File: src/rtl/alu_arb_ctrl_pkg.sv
`default_nettype none
// +----------------------------------------------------------------------+
// | alu_arb_ctrl_pkg                                                      |
// | Shared state encoding, width defaults and ALU function codes.         |
// | Revision: 1.0                                                         |
// +----------------------------------------------------------------------+
package alu_arb_ctrl_pkg;

  localparam int c_function_bits = 4;
  localparam int c_data_length   = 16;

  localparam logic [1:0] c_st_idle = 2'd0;
  localparam logic [1:0] c_st_exec = 2'd1;
  localparam logic [1:0] c_st_flag = 2'd2;
  localparam logic [1:0] c_st_resp = 2'd3;

  localparam logic [3:0] c_alu_nop = 4'b0000;
  localparam logic [3:0] c_alu_add = 4'b0100;
  localparam logic [3:0] c_alu_sub = 4'b0101;

endpackage
`default_nettype wire

File: src/rtl/alu_rr_arb2.sv
`default_nettype none
// +----------------------------------------------------------------------+
// | alu_rr_arb2                                                           |
// | Two-way round-robin arbiter; favours the requester not last granted.  |
// | Revision: 1.0                                                         |
// +----------------------------------------------------------------------+
module alu_rr_arb2 (
  input  logic       clk,
  input  logic       rst_n,
  input  logic [1:0] req,
  input  logic       advance,
  output logic [1:0] gnt
);

  // r_last = index granted most recently; reset value 1 favours requester 0
  logic r_last;

  always_comb begin
    gnt = req;
    if (req == 2'b11) begin
      gnt = r_last ? 2'b01 : 2'b10;
    end
  end

  always_ff @(posedge clk or negedge rst_n) begin
    if (!rst_n) begin
      r_last <= 1'b1;
    end else if (advance && (|req)) begin
      r_last <= gnt[1];
    end
  end

endmodule
`default_nettype wire

File: src/rtl/alu_arb_ctrl.sv
`default_nettype none
// +----------------------------------------------------------------------+
// | alu_arb_ctrl                                                          |
// | Arbitrates two requesters onto one external ALU and returns results.  |
// | Revision: 1.0                                                         |
// +----------------------------------------------------------------------+
module alu_arb_ctrl
  import alu_arb_ctrl_pkg::*;
#(
  parameter int FUNCTION_BITS = c_function_bits,
  parameter int DATA_LENGTH   = c_data_length
) (
  input  logic                     clk,
  input  logic                     I_rst_n,
  input  logic                     I_req0,
  input  logic                     I_req1,
  input  logic [FUNCTION_BITS-1:0] I_sel0,
  input  logic [FUNCTION_BITS-1:0] I_sel1,
  input  logic [DATA_LENGTH-1:0]   I_a0,
  input  logic [DATA_LENGTH-1:0]   I_b0,
  input  logic [DATA_LENGTH-1:0]   I_a1,
  input  logic [DATA_LENGTH-1:0]   I_b1,
  input  logic                     I_cmp0,
  input  logic                     I_cmp1,
  output logic                     O_gnt0,
  output logic                     O_gnt1,
  output logic                     O_valid,
  output logic                     O_id,
  output logic [DATA_LENGTH-1:0]   O_result,
  output logic                     O_carry,
  output logic [15:0]              O_psr,
  input  logic                     I_rsp_ready,
  output logic                     O_busy,
  output logic [DATA_LENGTH-1:0]   O_alu_a,
  output logic [DATA_LENGTH-1:0]   O_alu_b,
  output logic [FUNCTION_BITS-1:0] O_alu_sel,
  output logic                     O_alu_cmp,
  input  logic [DATA_LENGTH-1:0]   I_alu_s,
  input  logic                     I_alu_c,
  input  logic [15:0]              I_alu_psr
);

  logic [1:0]               r_state;
  logic [1:0]               w_next_state;
  logic [1:0]               w_arb_gnt;
  logic [1:0]               w_gnt;
  logic                     w_idle;
  logic [FUNCTION_BITS-1:0] r_sel;
  logic [DATA_LENGTH-1:0]   r_a;
  logic [DATA_LENGTH-1:0]   r_b;
  logic                     r_cmp;
  logic                     r_id;
  logic [DATA_LENGTH-1:0]   r_result;
  logic                     r_carry;
  logic [15:0]              r_psr;

  assign w_idle = (r_state == c_st_idle);

  alu_rr_arb2 u_arb (
    .clk     (clk),
    .rst_n   (I_rst_n),
    .req     ({I_req1, I_req0}),
    .advance (w_idle),
    .gnt     (w_arb_gnt)
  );

  always_ff @(posedge clk or negedge I_rst_n) begin
    if (!I_rst_n) begin
      r_state <= c_st_idle;
    end else begin
      r_state <= w_next_state;
    end
  end

  always_comb begin
    w_next_state = r_state;
    case (r_state)
      c_st_idle: if (I_req0 || I_req1) w_next_state = c_st_exec;
      c_st_exec: w_next_state = c_st_flag;
      c_st_flag: w_next_state = c_st_resp;
      c_st_resp: if (I_rsp_ready) w_next_state = c_st_idle;
      default:   w_next_state = c_st_idle;
    endcase
  end

  // Grants are gated by reset so no accept pulse escapes while held in reset
  always_comb begin
    w_gnt     = (w_idle && I_rst_n) ? w_arb_gnt : 2'b00;
    O_gnt0    = w_gnt[0];
    O_gnt1    = w_gnt[1];
    O_busy    = !w_idle;
    O_valid   = (r_state == c_st_resp);
    O_alu_sel = (r_state == c_st_exec) ? r_sel : FUNCTION_BITS'(c_alu_nop);
    O_alu_cmp = (r_state == c_st_exec) ? r_cmp : 1'b0;
  end

  always_ff @(posedge clk or negedge I_rst_n) begin
    if (!I_rst_n) begin
      r_sel    <= '0;
      r_a      <= '0;
      r_b      <= '0;
      r_cmp    <= 1'b0;
      r_id     <= 1'b0;
      r_result <= '0;
      r_carry  <= 1'b0;
      r_psr    <= '0;
    end else begin
      if (w_gnt[0]) begin
        r_sel <= I_sel0;
        r_a   <= I_a0;
        r_b   <= I_b0;
        r_cmp <= I_cmp0;
        r_id  <= 1'b0;
      end else if (w_gnt[1]) begin
        r_sel <= I_sel1;
        r_a   <= I_a1;
        r_b   <= I_b1;
        r_cmp <= I_cmp1;
        r_id  <= 1'b1;
      end
      if (r_state == c_st_exec) begin
        r_result <= I_alu_s;
        r_carry  <= I_alu_c;
      end
      // Status word is registered inside the ALU, so it is valid one cycle later
      if (r_state == c_st_flag) begin
        r_psr <= I_alu_psr;
      end
    end
  end

  assign O_id     = r_id;
  assign O_result = r_result;
  assign O_carry  = r_carry;
  assign O_psr    = r_psr;
  assign O_alu_a  = r_a;
  assign O_alu_b  = r_b;

endmodule
`default_nettype wire
File: config.mk
export PLATFORM = sky130hd
export DESIGN_NAME = alu_arb_ctrl
export DESIGN_NICKNAME = d
export VERILOG_FILES = /design/src/rtl/alu_arb_ctrl_pkg.sv /design/src/rtl/alu_rr_arb2.sv /design/src/rtl/alu_arb_ctrl.sv
export SDC_FILE = /design/constraint.sdc
export NUM_CORES = 1
export LEC_CHECK = 0
export CORE_UTILIZATION = 39
export DETAILED_ROUTE_END_ITERATION = 7
export GPL_TIMING_DRIVEN = 0
export PLACE_DENSITY_LB_ADDON = 0.1
export SLEW_MARGIN = 10
export SYNTH_ARGS = -nofsm -noshare
export SYNTH_HDL_FRONTEND = slang
export SYNTH_SLANG_ARGS = --single-unit
export TNS_END_PERCENT = 20
File: constraint.sdc
create_clock -name clk -period 2.21 [get_ports clk]
set_clock_uncertainty 0.1 [all_clocks]
set_input_delay 0.663 -clock clk [delete_from_list [all_inputs] [get_ports clk]]
set_output_delay 0.663 -clock clk [all_outputs]
set_load 0.005 [all_outputs]
==> results of run 1 <==
-- cells in the mapped netlist (all sizes together) --
master	n	area [um2]
nor2	1	3.75
mux2	34	383
o211a	1	10.0
o21a	1	7.51
buf	16	87.6
and2	5	31.3
nor2b	38	238
dfstp	1	26.3
dfrtp	73	1830
ha	5	62.6
a311o	37	370
a21oi	2	10.0
nor3b	37	278
a31oi	1	6.26
or2	1	6.26
clkbuf	8	30.0
nand3	2	10.0
mux2i	1	10.0
o32a	1	10.0
inv	5	18.8
-- cell usage in the layout (no fill, tap or decap), types with 3 or more instances in the layout --
master,instances
clkdlybuf4s50_1,174
dfrtp_1,73
nor2b_1,38
nor3b_1,37
a311o_1,37
mux2_2,33
buf_4,14
buf_2,11
clkbuf_8,10
clkbuf_1,5
buf_6,5
buf_1,4
inv_2,3
and2_4,3
clkbuf_4,3
clkbuf_2,3
ha_1,3
bufinv_16,3
bufbuf_16,3
-- per-layer routing --
layer	wire length [um]	global-route usage [%]	share of wire, %	vias to the layer above
met1	4120	26.9	40	1499
met5	0	0	0	-
met2	5150	39.8	50	116
met4	164	8.21	1.6	0
met3	843	6.16	8.2	10
li1	-	-	-	1421
-- power groups by stage --
| stage | logic, mW | clock network [mW] | registers, mW |
|---|---|---|---|
| after detailed placement | 3.45 | 0 | 2.42 |
| after floorplan | 1.50 | 0 | 2.45 |
| final | 3.68 | 1.27 | 2.40 |
| after global placement | 3.39 | 0 | 2.37 |
| after global routing | 3.99 | 1.35 | 2.49 |
| after CTS | 3.67 | 1.30 | 2.40 |
-- stage by stage --
stage | util [%] | worst slack [ns]
4_1_cts | 71.4 | -0.119
6_report | 71.3 | 0.00260
3_5_place_dp | 65.3 | -1.14
2_1_floorplan | - | 0.120
5_1_grt | 71.3 | -0.0587
3_3_place_gp | 65.0 | -3.82
-- kinds of logic after synthesis --
family,count (synthesis),share of synthesized area [%]
compound gates,43,12.1
fa+ha+maj,5,1.83
mux,35,11.5
simple gates,84,16.5
flops,74,54.1
buf+inv,29,3.98
-- registers in the layout (all words and copies together) (netlist names) --
register,cells
O_alu_a,16
u_arb.r_last,1
r_sel,4
r_state,2
O_psr,16
O_result,16
O_alu_b,16
O_id,1
O_carry,1
r_cmp,1
-- how the worst min path moves through the flow --
stage               slack [ns]                 endpoint  depth (start not counted)             start
global placement          0.38         O_id$_DFFE_PN0P_                          1  O_id$_DFFE_PN0P_
CTS                       0.02   O_alu_a[8]$_DFFE_PN0P_                          1           I_rst_n
detailed placement        0.38         O_id$_DFFE_PN0P_                          1  O_id$_DFFE_PN0P_
finish                    0.03   O_alu_a[8]$_DFFE_PN0P_                          1           I_rst_n
floorplan                 0.27   O_alu_a[0]$_DFFE_PN0P_                          0           I_rst_n
global route              0.02  O_alu_b[12]$_DFFE_PN0P_                          1           I_rst_n
-- area by class of cell --
cell class / instances / area, um2 / area share [%]
Buffer: 22 / 119 / 2.00
Clock buffer: 10 / 138 / 2.31
Sequential cell: 74 / 1850 / 31.2
Clock inverter: 5 / 103 / 1.73
Timing Repair Buffer: 206 / 2100 / 35.4
Multi-Input combinational cell: 167 / 1480 / 24.9
Inverter: 5 / 18.8 / 0.316
Tap cell: 105 / 131 / 2.21
-- what timing repair did --
action                                  CTS  global route
gates cloned                              3             0
pin swaps                                 2             4
endpoints found under the setup margin   39            28
gates resized for setup                  54            12
buffers inserted                         12             4
==> impl_metrics.ini, run 1 <==
[worst_setup_path]
cp_slowest_stage_delay_ns = 0.40
worstPathMaxFanout = 3
r2r_cells = 8
cp-startpoint = r_state[1]$_DFFE_PN0P_
ff2ff_setup_slack_ns = 0.14
arrival_ns = 1.44
cp.required_ns = 1.45
critPathTopFamily = flip-flops
r2r-end = O_alu_b[6]$_DFFE_PN0P_
path_class = flop to primary output
crit_top_cell = inv_2
critical_path_depth = 6
cp_cell_sequence = inv_2 > ha_4 > nand3_2 > or2_4 > inv_2 > buf_6
cp-end-kind = primary output
crit_path_start_kind = flop
r2r_start = r_state[1]$_DFFE_PN0P_
crit_end = O_gnt0
cp_num_buf_inv = 3
crit_path_top_delay_cell = dfrtp_1

[clock_network]
clk_latency_ns = 0.33
cts_buffers = 9
cts_tree = done
path_clk_slew_ns = 0.08
cts-htree-levels = 3
cts_hold_buf = 0
numClockSinks = 74
clk_root_buffer_cell = clkbuf_8
cts_max_path_buffers = 2

[sta]
tightest_slew_ns = 0.547
period_share_pct = 99.9
drv_slew = 0
fin_crit_ns = 2.21
rsz0062_at_grt = true
hold_ws_ns = 0.0260
setup_violations = 0
clock.fmax_ghz = 0.453
max_slew_margin_pct = 63.5
hold_violations = 0
fin_setup_tns_ns = 0

[global_routing]
grt_pass1_wl_mm = 15.6
grt_usage_pct = 22.8
grt_pass1_vias = 3178
grt_remaining_overflow = 0
antenna_found_initial = 0
grt_max_degree = 28

[placed_design]
post_dp_cell_area_um2 = 5440
io_buffers = 186
dp_hpwl_mm = 7.01
dp_cells = 562
place_congestion = 0.706

[yosys]
synth.avg_cell_area_um2 = 12.7
syn_inst = 270
netlist_area_um2 = 3430
ys_ff_latch = 74
seq_area_frac_synth_pct = 54.1
synthesis.nets = 387
synth_warnings = 0
ys_types = 23

[die]
std_cell_rows = 33
die_h_um = 95.7
dieArea_um2 = 9160
ios = 187
core_um2 = 8340
die_width_um = 95.7
start_util_pct = 41.1

[hold_path]
hp-class = primary input to asynchronous set/reset pin

[layout]
nets = 602
diodes = 0
layoutNonFillerInstCount = 594
area_growth_pct = 73.6
fill_cells = 632
drive_gt1_share_pct = 21.1
fin_area_um2 = 5950

[route]
postRouteAntennaNets = 0
wire_per_inst_um = 17.3
drt_first_pass_iters = 4
viasPerCell = 5.13
routed_wl_mm = 10.3
drt_iter0_drc = 138
drc = 0
num_vias = 3046

[power]
power_mw = 7.35
pwr-share-seq_pct = 32.7
p_leak_nw = 2.45
power_switching_mw = 2.11
pwr_density_cell_nw_per_um2 = 1240
peakVddDrop_mv = 0.774
pwr-share-comb_pct = 50.0
p_sw_share_pct = 28.7
clkPwrFrac_pct = 17.3
internal_power_mw = 5.24

[run]
drv_cap = 0

[run_status]
outcome = complete, no violations
Power figures use the tool's default switching activity.
==> inputs of run 2 (changes only) <==
Settings changed: CORE_MARGIN set to 3.
==> run 2 against run 1 <==
Sequential power hardly changed. Via count is 0.46% lower. First-iteration DRC count is 44% lower. Utilization is 0.28 points lower. Global-route usage is 1.8 points lower. Design area is 0.11% higher. The flow now finishes with violations (negative setup slack). Worst hold slack hardly changed. Register-to-register slack worse by 0.02 ns. Highest routed layer unchanged. Combinational power is 1% higher. Flip-flop and latch count stayed put. Clock power is 9% lower.
==> impl_metrics.ini, run 2 (same netlist as run 1, synthesis figures left out) <==
[global_routing]
antenna_found_initial = 0
grt_max_degree = 28
grt_pass1_wl_mm = 16.2
grt_remaining_overflow = 0
grt_usage_pct = 20.9
grt_pass1_vias = 3238

[layout]
layout_commonest_cell = clkdlybuf4s50_1
layoutNonFillerInstCount = 595
diodes = 0
nets = 602
drive_gt1_share_pct = 21.8
fill_cells = 650
final_cell_mix = 174 x clkdlybuf4s50_1, 73 x dfrtp_1, 38 x nor2b_1
area_growth_pct = 73.7
fin_util_pct = 71.0

[route]
num_vias = 3032
viasPerCell = 5.10
routed_wl_mm = 10.6
drc = 0
drt_first_pass_iters = 4
drt_iter0_drc = 77
wire_per_inst_um = 17.8
postRouteAntennaNets = 0

[sta]
fin_setup_tns_ns = -0.000614
period_share_pct = 100
max_slew_margin_pct = 63.7
rsz0062_at_grt = true
setup_slack_ns = -0.000614
hold_violations = 0
fin_crit_ns = 2.21
clock.fmax_ghz = 0.452
tightest_slew_ns = 0.544
drv_slew = 0
setup_violations = 1
hold_ws_ns = 0.0264

[run_status]
outcome = finished with violations
violations = negative setup slack

[worst_setup_path]
cp_cell_sequence = clkdlybuf4s15_1 > nand3_2 > or2_4 > inv_2 > buf_6
r2r-end = O_alu_a[12]$_DFFE_PN0P_
cp-end-kind = primary output
worstPathMaxFanout = 5
cp_slowest_stage_delay_ns = 0.29
r2r_start = r_state[0]$_DFFE_PN0P_
crit_path_start_kind = primary input
r2r_cells = 8
crit_path_top_delay_cell = clkdlybuf4s15_1
cp.required_ns = 1.45
path_class = primary input to primary output
ff2ff_setup_slack_ns = 0.12
arrival_ns = 1.45

[clock_network]
cts_tree = done
cts-htree-levels = 3
cts_max_path_buffers = 2
clk_latency_ns = 0.34
path_clk_slew_ns = 0.07
cts_hold_buf = 0
numClockSinks = 74
cts_buffers = 9
clk_root_buffer_cell = clkbuf_8

[power]
pwr-share-seq_pct = 32.9
peakVddDrop_mv = 0.741
power_mw = 7.27
pwr-share-comb_pct = 51.2
internal_power_mw = 5.13
power_switching_mw = 2.14
p_leak_nw = 2.45
pwr_density_cell_nw_per_um2 = 1220
clkPwrFrac_pct = 15.9
p_sw_share_pct = 29.4

[run]
drv_cap = 0

[placed_design]
dp_hpwl_mm = 7.41
place_congestion = 0.770
dp_cells = 562
io_buffers = 186

[die]
start_util_pct = 40.9
ios = 187
die_h_um = 99.7
dieArea_um2 = 9950
std_cell_rows = 33
die_width_um = 99.7
core_um2 = 8380

[hold_path]
hp-class = primary input to asynchronous set/reset pin
==> run 2: cell count changes in the layout (fill, tap and decap cells not counted), sizes merged <==
cell         before  now
buf              36   38
clkbuf           21   19
clkinv            1    3
bufinv            3    2
clkinvlp          1    2
dlygate4sd2       2    1
==> run 2: routing by layer <==
layer,GRT usage [%],share of wire (%),vias to the layer above
met1,24.7,41,1487
li1,-,-,1421
met3,6.66,9.2,9
met2,36.3,49,115
met5,0,0,-
met4,6.51,1.0,0
==> run 2: worst max-delay path: cells and delay by family <==
kind | cells | cell delay (ns)
and+or+nand+nor | 2 | 0.36
buffers and inverters | 3 | 0.42
==> run 2: worst max path at each step <==
stage	to	from	slack [ns]
after detailed placement	O_gnt0	I_rst_n	-1.14
after floorplan	O_gnt0	r_state[0]$_DFFE_PN0P_	0.12
after global routing	O_alu_sel[0]	r_state[1]$_DFFE_PN0P_	-0.05
after global placement	O_gnt0	I_rst_n	-3.83
final	O_gnt0	I_req0	-0.0006
after CTS	O_gnt0	r_state[1]$_DFFE_PN0P_	-0.14
==> run 2: cell type report <==
cell class	count	area, um2	share of cell area [%]
timing repair buffer	206	2130	35.7
sequential	74	1850	31.1
multi-input combinational	167	1490	25.0
tap	105	131	2.21
clock buffer	9	124	2.08
buffer	22	120	2.02
clock inverter	7	93.8	1.58
inverter	5	18.8	0.315
==> run 2: repair_timing <==
action / in CTS / in global routing
pin swaps: 3 / 4
gates resized for setup: 64 / 14
setup endpoints to repair: 39 / 37
setup buffers: 13 / 3
cloned: 3 / 0
==> run 2: metrics by stage <==
stage | setup WS [ns] | area (um2)
4_1_cts | -0.138 | 5960
3_3_place_gp | -3.83 | 5420
5_1_grt | -0.0549 | 5950
2_1_floorplan | 0.120 | 3430
6_report | -0.000614 | 5950
3_5_place_dp | -1.14 | 5440
==> run 2: power groups by stage <==
stage	sequential [mW]	combinational (mW)	clock [mW]
detailed placement	2.41	3.49	0
global route	2.48	4.02	1.23
finish	2.40	3.72	1.15
CTS	2.39	3.77	1.18
global placement	2.37	3.41	0
floorplan	2.45	1.50	0
